File: config.mk
export PLATFORM = sky130hd
export DESIGN_NAME = exe_result_stage
export DESIGN_NICKNAME = d
export VERILOG_FILES = /design/src/rtl/exe_pkg.sv /design/src/rtl/skid_fifo2.sv /design/src/rtl/exe_result_stage.sv
export SDC_FILE = /design/constraint.sdc
export NUM_CORES = 1
export LEC_CHECK = 0
export BUFFER_PORTS_ARGS = -buffer_cell sky130_fd_sc_hd__buf_2
export CAP_MARGIN = 40
export CORE_MARGIN = 1.5
export CORE_UTILIZATION = 55
export CTS_CLUSTER_DIAMETER = 100
export DETAILED_ROUTE_END_ITERATION = 6
export GPL_TIMING_DRIVEN = 1
export PLACE_DENSITY = 0.93
export REMOVE_ABC_BUFFERS = 1
export SYNTH_ARGS = -nofsm -noshare
export SYNTH_HDL_FRONTEND = slang
export SYNTH_SLANG_ARGS = --single-unit
File: constraint.sdc
create_clock -name clk -period 16.04 [get_ports clk]
set_input_delay 3.208 -clock clk [delete_from_list [all_inputs] [get_ports clk]]
set_output_delay 3.208 -clock clk [all_outputs]
set_load 0.1 [all_outputs]
File: src/rtl/exe_pkg.sv
// Shared types for the execute result stage.
//   res_sel_t   : which execute-unit result becomes the instruction's result
//   exe_entry_t : one buffered writeback entry (value, pc, rd index, rd write enable)
package exe_pkg;

  localparam int XLEN = 32;

  typedef enum logic [1:0] {
    RES_ALU  = 2'd0,
    RES_SHL  = 2'd1,
    RES_SHR  = 2'd2,
    RES_LINK = 2'd3
  } res_sel_t;

  typedef struct packed {
    logic [XLEN-1:0] value;
    logic [XLEN-1:0] pc;
    logic [4:0]      rd_idx;
    logic            rd_we;
  } exe_entry_t;

endpackage

File: src/rtl/skid_fifo2.sv
// Generic 2-entry valid/ready FIFO with flush.
// Ports:
//   clk, rst_n          : clock, synchronous active-low reset
//   flush               : empties the FIFO next cycle; a push in the same cycle is dropped
//   in_valid/in_ready   : producer handshake; in_ready depends only on registered state and rst_n
//   in_data             : payload written on a push
//   out_valid/out_ready : consumer handshake on the head entry
//   out_data            : head payload, forced to 0 while the FIFO is empty or held in reset
module skid_fifo2 #(
  parameter int DEPTH = 2,
  parameter int WIDTH = 8
) (
  input  logic             clk,
  input  logic             rst_n,
  input  logic             flush,
  input  logic             in_valid,
  output logic             in_ready,
  input  logic [WIDTH-1:0] in_data,
  output logic             out_valid,
  input  logic             out_ready,
  output logic [WIDTH-1:0] out_data
);

  logic [WIDTH-1:0] mem [2];
  logic             wr_ptr;
  logic             rd_ptr;
  logic [1:0]       count;
  logic             push;
  logic             pop;

  // Masking by rst_n keeps any handshake from completing in a reset cycle.
  assign in_ready  = rst_n && (count < 2'(DEPTH));
  assign out_valid = rst_n && (count != 2'd0);
  assign out_data  = out_valid ? mem[rd_ptr] : '0;
  assign push      = in_valid && in_ready && !flush;
  assign pop       = out_valid && out_ready;

  always_ff @(posedge clk) begin
    if (!rst_n) begin
      wr_ptr <= 1'b0;
      rd_ptr <= 1'b0;
      count  <= 2'd0;
    end else if (flush) begin
      wr_ptr <= 1'b0;
      rd_ptr <= 1'b0;
      count  <= 2'd0;
    end else begin
      if (push) wr_ptr <= ~wr_ptr;
      if (pop)  rd_ptr <= ~rd_ptr;
      case ({push, pop})
        2'b10:   count <= count + 2'd1;
        2'b01:   count <= count - 2'd1;
        default: count <= count;
      endcase
    end
  end

  // Entry storage carries no reset; out_data masking hides stale contents.
  always_ff @(posedge clk) begin
    if (push) mem[wr_ptr] <= in_data;
  end

endmodule

File: src/rtl/exe_result_stage.sv
// Execute-to-writeback boundary stage.
// Selects the final result (ALU, shift left, shift right or link address), buffers it
// in a 2-entry FIFO and presents the head to the register-file writeback port and to
// decode as a forwarding source. Counts retired (popped) instructions.
// Ports:
//   clk, rst_n                   : clock, synchronous active-low reset
//   ex_valid_i/ex_ready_o        : execute-side handshake
//   ex_res_sel_i                 : result select (res_sel_t encoding)
//   ex_rd_idx_i, ex_rd_we_i      : destination register and its write enable
//   ex_pc_i                      : instruction PC
//   alu_result_i, sh_left_w, sh_right_w : candidate results
//   ex_flush_i                   : drop buffered and incoming entries
//   wb_valid_o/wb_ready_i        : writeback-side handshake
//   wb_rd_idx_o, wb_rd_we_o, wb_value_o, wb_pc_o : head entry
//   fwd_valid_o, fwd_idx_o, fwd_value_o          : forwarding view of the head
//   retire_cnt_o                 : number of completed writeback handshakes
module exe_result_stage #(
  parameter int DEPTH = 2,
  parameter int XLEN  = 32
) (
  input  logic            clk,
  input  logic            rst_n,
  input  logic            ex_valid_i,
  output logic            ex_ready_o,
  input  logic [1:0]      ex_res_sel_i,
  input  logic [4:0]      ex_rd_idx_i,
  input  logic            ex_rd_we_i,
  input  logic [XLEN-1:0] ex_pc_i,
  input  logic [XLEN-1:0] alu_result_i,
  input  logic [XLEN-1:0] sh_left_w,
  input  logic [XLEN-1:0] sh_right_w,
  input  logic            ex_flush_i,
  output logic            wb_valid_o,
  input  logic            wb_ready_i,
  output logic [4:0]      wb_rd_idx_o,
  output logic            wb_rd_we_o,
  output logic [XLEN-1:0] wb_value_o,
  output logic [XLEN-1:0] wb_pc_o,
  output logic            fwd_valid_o,
  output logic [4:0]      fwd_idx_o,
  output logic [XLEN-1:0] fwd_value_o,
  output logic [31:0]     retire_cnt_o
);

  import exe_pkg::*;

  res_sel_t        res_sel;
  logic [XLEN-1:0] result;
  exe_entry_t      push_entry;
  exe_entry_t      head;
  logic [$bits(exe_entry_t)-1:0] head_bits;
  logic            pop;
  logic [31:0]     retire_cnt_q;

  assign res_sel = res_sel_t'(ex_res_sel_i);

  // Only the selected value is stored; the link address wraps modulo 2^XLEN.
  always_comb begin
    result = alu_result_i;
    case (res_sel)
      RES_ALU:  result = alu_result_i;
      RES_SHL:  result = sh_left_w;
      RES_SHR:  result = sh_right_w;
      RES_LINK: result = ex_pc_i + XLEN'(4);
      default:  result = alu_result_i;
    endcase
  end

  // x0 is never written, so its write enable is dropped before buffering.
  always_comb begin
    push_entry        = '0;
    push_entry.value  = result;
    push_entry.pc     = ex_pc_i;
    push_entry.rd_idx = ex_rd_idx_i;
    push_entry.rd_we  = ex_rd_we_i && (ex_rd_idx_i != 5'd0);
  end

  skid_fifo2 #(
    .DEPTH (DEPTH),
    .WIDTH ($bits(exe_entry_t))
  ) u_fifo (
    .clk       (clk),
    .rst_n     (rst_n),
    .flush     (ex_flush_i),
    .in_valid  (ex_valid_i),
    .in_ready  (ex_ready_o),
    .in_data   (push_entry),
    .out_valid (wb_valid_o),
    .out_ready (wb_ready_i),
    .out_data  (head_bits)
  );

  assign head = exe_entry_t'(head_bits);

  assign wb_rd_idx_o = head.rd_idx;
  assign wb_rd_we_o  = head.rd_we;
  assign wb_value_o  = head.value;
  assign wb_pc_o     = head.pc;
  assign fwd_valid_o = wb_valid_o && head.rd_we;
  assign fwd_idx_o   = head.rd_idx;
  assign fwd_value_o = head.value;

  // A pop during a flush still retires, so the counter ignores flush.
  assign pop = wb_valid_o && wb_ready_i;

  always_ff @(posedge clk) begin
    if (!rst_n) retire_cnt_q <= 32'd0;
    else if (pop) retire_cnt_q <= retire_cnt_q + 32'd1;
  end

  assign retire_cnt_o = retire_cnt_q;

endmodule

==> key figures <==
Critical path
  • Worst path slowest cell: sky130_fd_sc_hd__buf_2
  • Most prevalent standard cell on the critical path: sky130_fd_sc_hd__buf_2
  • Startpoint of the lowest-slack register-to-register path: retire_cnt_o[6]
  • Worst path top cell family by delay: buffers and inverters
  • Biggest cell delay along the critical path: about 0.47 ns
  • Source of the critical timing path: rst_n
  • Largest fanout on the critical path: 33
  • Critical-path cell list: buf_2 -> o21ai_4 -> buf_4 -> nor2_1 -> buf_2
  • Kind of critical path: input port to output pin
  • Data required time at the worst endpoint: approximately 13 ns
  • Startpoint type of the worst setup path: input port
  • Worst Setup End Kind: output pin
  • Worst path arrival time: between 4 and 5 ns
  • Count of buffering cells on the critical path with inverters included: 3

Run
  • Number of max-capacitance violations reported: 0

Final layout
  • Layout net count: 1100
  • Area grow syn2layout: 24.10%
  • Ratio of cells with drive above 1 in the final layout: a little under two fifths
  • Fillcell total: approximately 1000
  • Final standard cell area without fillers: 0.01074 sq mm

Logic synthesis
  • Leading register cell type out of synthesis: sky130_fd_sc_hd__edfxtp_1
  • Sequential cell area fraction in the yosys report: between 50% and 60%
  • EDFF count, synth: 140
  • Largest cells by area after synthesis: sky130_fd_sc_hd__edfxtp_1 49%, sky130_fd_sc_hd__dfxtp_1 8.6%, sky130_fd_sc_hd__mux2i_1 8.1%
  • Area fraction of the dominant cell type after synthesis: between 40 and 50%
  • Number of distinct library cell variants in the gate-level netlist after synthesis: between 40 and 50
  • Synth warnings: 0
  • Most numerous cell types in the synthesized netlist: 140 x sky130_fd_sc_hd__edfxtp_1, 127 x sky130_fd_sc_hd__nor2_1, 70 x sky130_fd_sc_hd__mux2i_1, 38 x sky130_fd_sc_hd__buf_4, 38 x sky130_fd_sc_hd__xnor2_1
  • Post-synthesis sequential element count: 177
  • Post-synthesis instance area: about 0.0087 sq mm
  • Ys async rst share: 0%
  • Average instance area after synthesis: ~12 sq um
  • Cells after Synth: just over 700
  • Most common cell in the synthesized netlist: sky130_fd_sc_hd__edfxtp_1
  • Biggest area consumer among synthesized cells: sky130_fd_sc_hd__edfxtp_1

Placement
  • Port bufs: 282
  • Weighted congestion reported at the end of routability-driven placement: roughly 0.9
  • Placement-stage cell area: 0.01012 sq mm
  • Detail Placement HPWL: 15.59 mm

Die
  • Placement Rows: 45
  • IO Count: about 280
  • Vert. Die Dim: about 130 um
  • Horizontal die dimension: 128.4 um
  • CORE AREA: 0.01526 sq mm
  • Die Footprint: ~0.016 sq mm
  • Initial core utilization: between 50% and 60%

Pwr
  • Power share of the sequential group: about half
  • Leakage: between 4 and 5 nW
  • Total net switching power: about 0.23 mW
  • Power density of the placed cells: slightly below 100 mW/mm^2
  • Comb power frac: 9.4%
  • Switching fraction of total power: roughly 22%
  • Internal: about 0.8 mW
  • Worst vdd ir: ~0.065 mV
  • Relative contribution of the clock network to total power: between 40% and 50%

CTS
  • Level count of the clock H-tree: 4
  • Clock latency reported for the late side of the worst-skew pair: 0.43 ns
  • Number of sinks on the clock net: 177
  • Root Driver: sky130_fd_sc_hd__clkbuf_16
  • Clock Tree Buf Depth: 2
  • Post-CTS Hold Buffers: 0
  • Worst-path clk slew: ~0.060 ns
  • Setup Fix Bufs, Post-CTS: 0
  • CTS-repair resized insts: 0
  • CTS tree: yes
  • Total clock buffers created by CTS: 17

Global route
  • Maximum number of pins on one net before global-route repair: 56
  • Global-route wire length before repair: about 32 mm
  • Total congestion overflow: 0
  • All-Layer GR Usage: 26.18%
  • Vias in the first global route: roughly 6300
  • Initial antenna violation count: 1

Route
  • Number of DRC markers after the initial detailed-route iteration: 546
  • DRC violation count after routing: 0
  • Final ANT Viol Nets: 0
  • Via total after detailed routing: 6613
  • Routed WL: between 20 and 25 mm
  • Per-cell via count in the routed design: 5.599
  • Drt wl/cell: ~18 um
  • Router iterations before antenna repair: 6

Timing
  • Setup repair after global routing missed its margin: false
  • Post-Route Skew: 0.009613 ns
  • Number of endpoints with negative hold slack in the final report: 0
  • Max Clk Rate: roughly 0.13 GHz
  • Max-slew headroom: between 50% and 60%
  • Setup violations, final: 0
  • Sum of negative setup slack: 0 ns
  • Fin crit share: 48.37%
  • Max Slew Vio Count: 0
  • Tmin final: between 7 and 8 ns
  • Pin slew with the least headroom to its limit: about 0.74 ns

Outcome
  • Run status: completed

Min path
  • Class of the tightest hold or removal check: flip-flop to flip-flop
  • Source of the worst hold timing path: retire_cnt_o[28]
[cell usage in the layout, fill, tap and decap left out, types with 7 or more instances in the layout]
cell,count
sky130_fd_sc_hd__buf_2,282
sky130_fd_sc_hd__inv_1,11
sky130_fd_sc_hd__xnor2_1,38
sky130_fd_sc_hd__nor3_1,16
sky130_fd_sc_hd__nand4_1,22
sky130_fd_sc_hd__nor2_1,126
sky130_fd_sc_hd__clkbuf_16,17
sky130_fd_sc_hd__nor4_1,11
sky130_fd_sc_hd__a21oi_1,26
sky130_fd_sc_hd__mux4_2,23
sky130_fd_sc_hd__dfxtp_1,36
sky130_fd_sc_hd__edfxtp_1,140
sky130_fd_sc_hd__nand3_1,18
sky130_fd_sc_hd__and3_1,7
sky130_fd_sc_hd__mux2i_1,70
sky130_fd_sc_hd__xor2_1,23
sky130_fd_sc_hd__nand2_1,23
[worst paths after layout]
check / endpoint / slack (ns) / depth (start not counted)
setup / recovery: fwd_idx_o[2] / 8.28 / 5
setup reg to reg: retire_cnt_o[28] / 13.53 / 5
hold / removal: retire_cnt_o[28] / 0.51 / 2
hold reg to reg: retire_cnt_o[28] / 0.51 / 2
[power by group through the flow]
stage / clock [mW] / combinational [mW] / sequential (mW)
floorplan: 0 / 0.0535 / 0.517
global placement: 0 / 0.0900 / 0.516
detailed placement: 0 / 0.0959 / 0.517
CTS: 0.434 / 0.0964 / 0.507
global route: 0.453 / 0.103 / 0.507
finish: 0.429 / 0.0967 / 0.507
[through the flow]
step | setup WS, ns | power, mW | instances | hold WS [ns] | utilization, %
after floorplan | 5.630 | 0.5707 | 645 | 0.4806 | -
after global placement | 8.063 | 0.6062 | 1143 | 0.4855 | 65.45
after detailed placement | 8.290 | 0.6125 | 1148 | 0.4957 | 66.31
after CTS | 8.290 | 1.037 | 1180 | 0.5051 | 70.36
after global routing | 8.260 | 1.063 | 1181 | 0.5386 | 70.38
final | 8.282 | 1.032 | 1181 | 0.5090 | 70.38
[cell families (layout without fill, tap and decap cells)]
| logic type | count (synthesis) | in the layout | synth area share (%) |
|---|---|---|---|
| other | 0 | 1 | 0 |
| XOR/XNOR | 61 | 61 | 6.174 |
| AND/OR/NAND/NOR | 249 | 249 | 13.46 |
| adder cells (fa/ha/maj) | 3 | 3 | 0.4338 |
| AO/OA/AOI/OAI | 46 | 46 | 3.109 |
| buffers and inverters | 83 | 338 | 5.335 |
| flip-flops | 177 | 177 | 57.14 |
| multiplexers | 95 | 95 | 14.34 |
[sequential cells by signal (all words and copies together), names as in the netlist, named ones only]
| name | flops |
|---|---|
| u_fifo.wr_ptr | 1 |
| retire_cnt_o | 32 |
| u_fifo.mem | 140 |
| u_fifo.rd_ptr | 1 |
| u_fifo.count | 2 |
[metal layers]
layer / share of wire [%] / GRT usage (%) / up-vias
met5: 0 / 0 / -
met4: 2.8 / 12.95 / 0
met3: 6.2 / 4.033 / 47
met2: 51 / 44.72 / 350
met1: 40 / 32.80 / 3150
li1: - / - / 3066
[area by class of cell]
| class | count | area [sq um] | area share, % |
|---|---|---|---|
| Clock inverter | 9 | 131.4 | 1.223 |
| Tap cell | 211 | 264.0 | 2.458 |
| Clock buffer | 23 | 488.0 | 4.544 |
| Multi-Input combinational cell | 454 | 3268 | 30.43 |
| Timing Repair Buffer | 292 | 1579 | 14.70 |
| Inverter | 14 | 57.56 | 0.5359 |
| Sequential cell | 177 | 4949 | 46.08 |
| Antenna cell | 1 | 2.502 | 0.02330 |
[worst register-to-register path: cells and delay by family (launching register included)]
family           cells  cell delay (ns)
flip-flops           1             0.41
AO/OA/AOI/OAI        1             0.14
AND/OR/NAND/NOR      4             1.90
No activity file was read; power rests on OpenSTA's default activity.
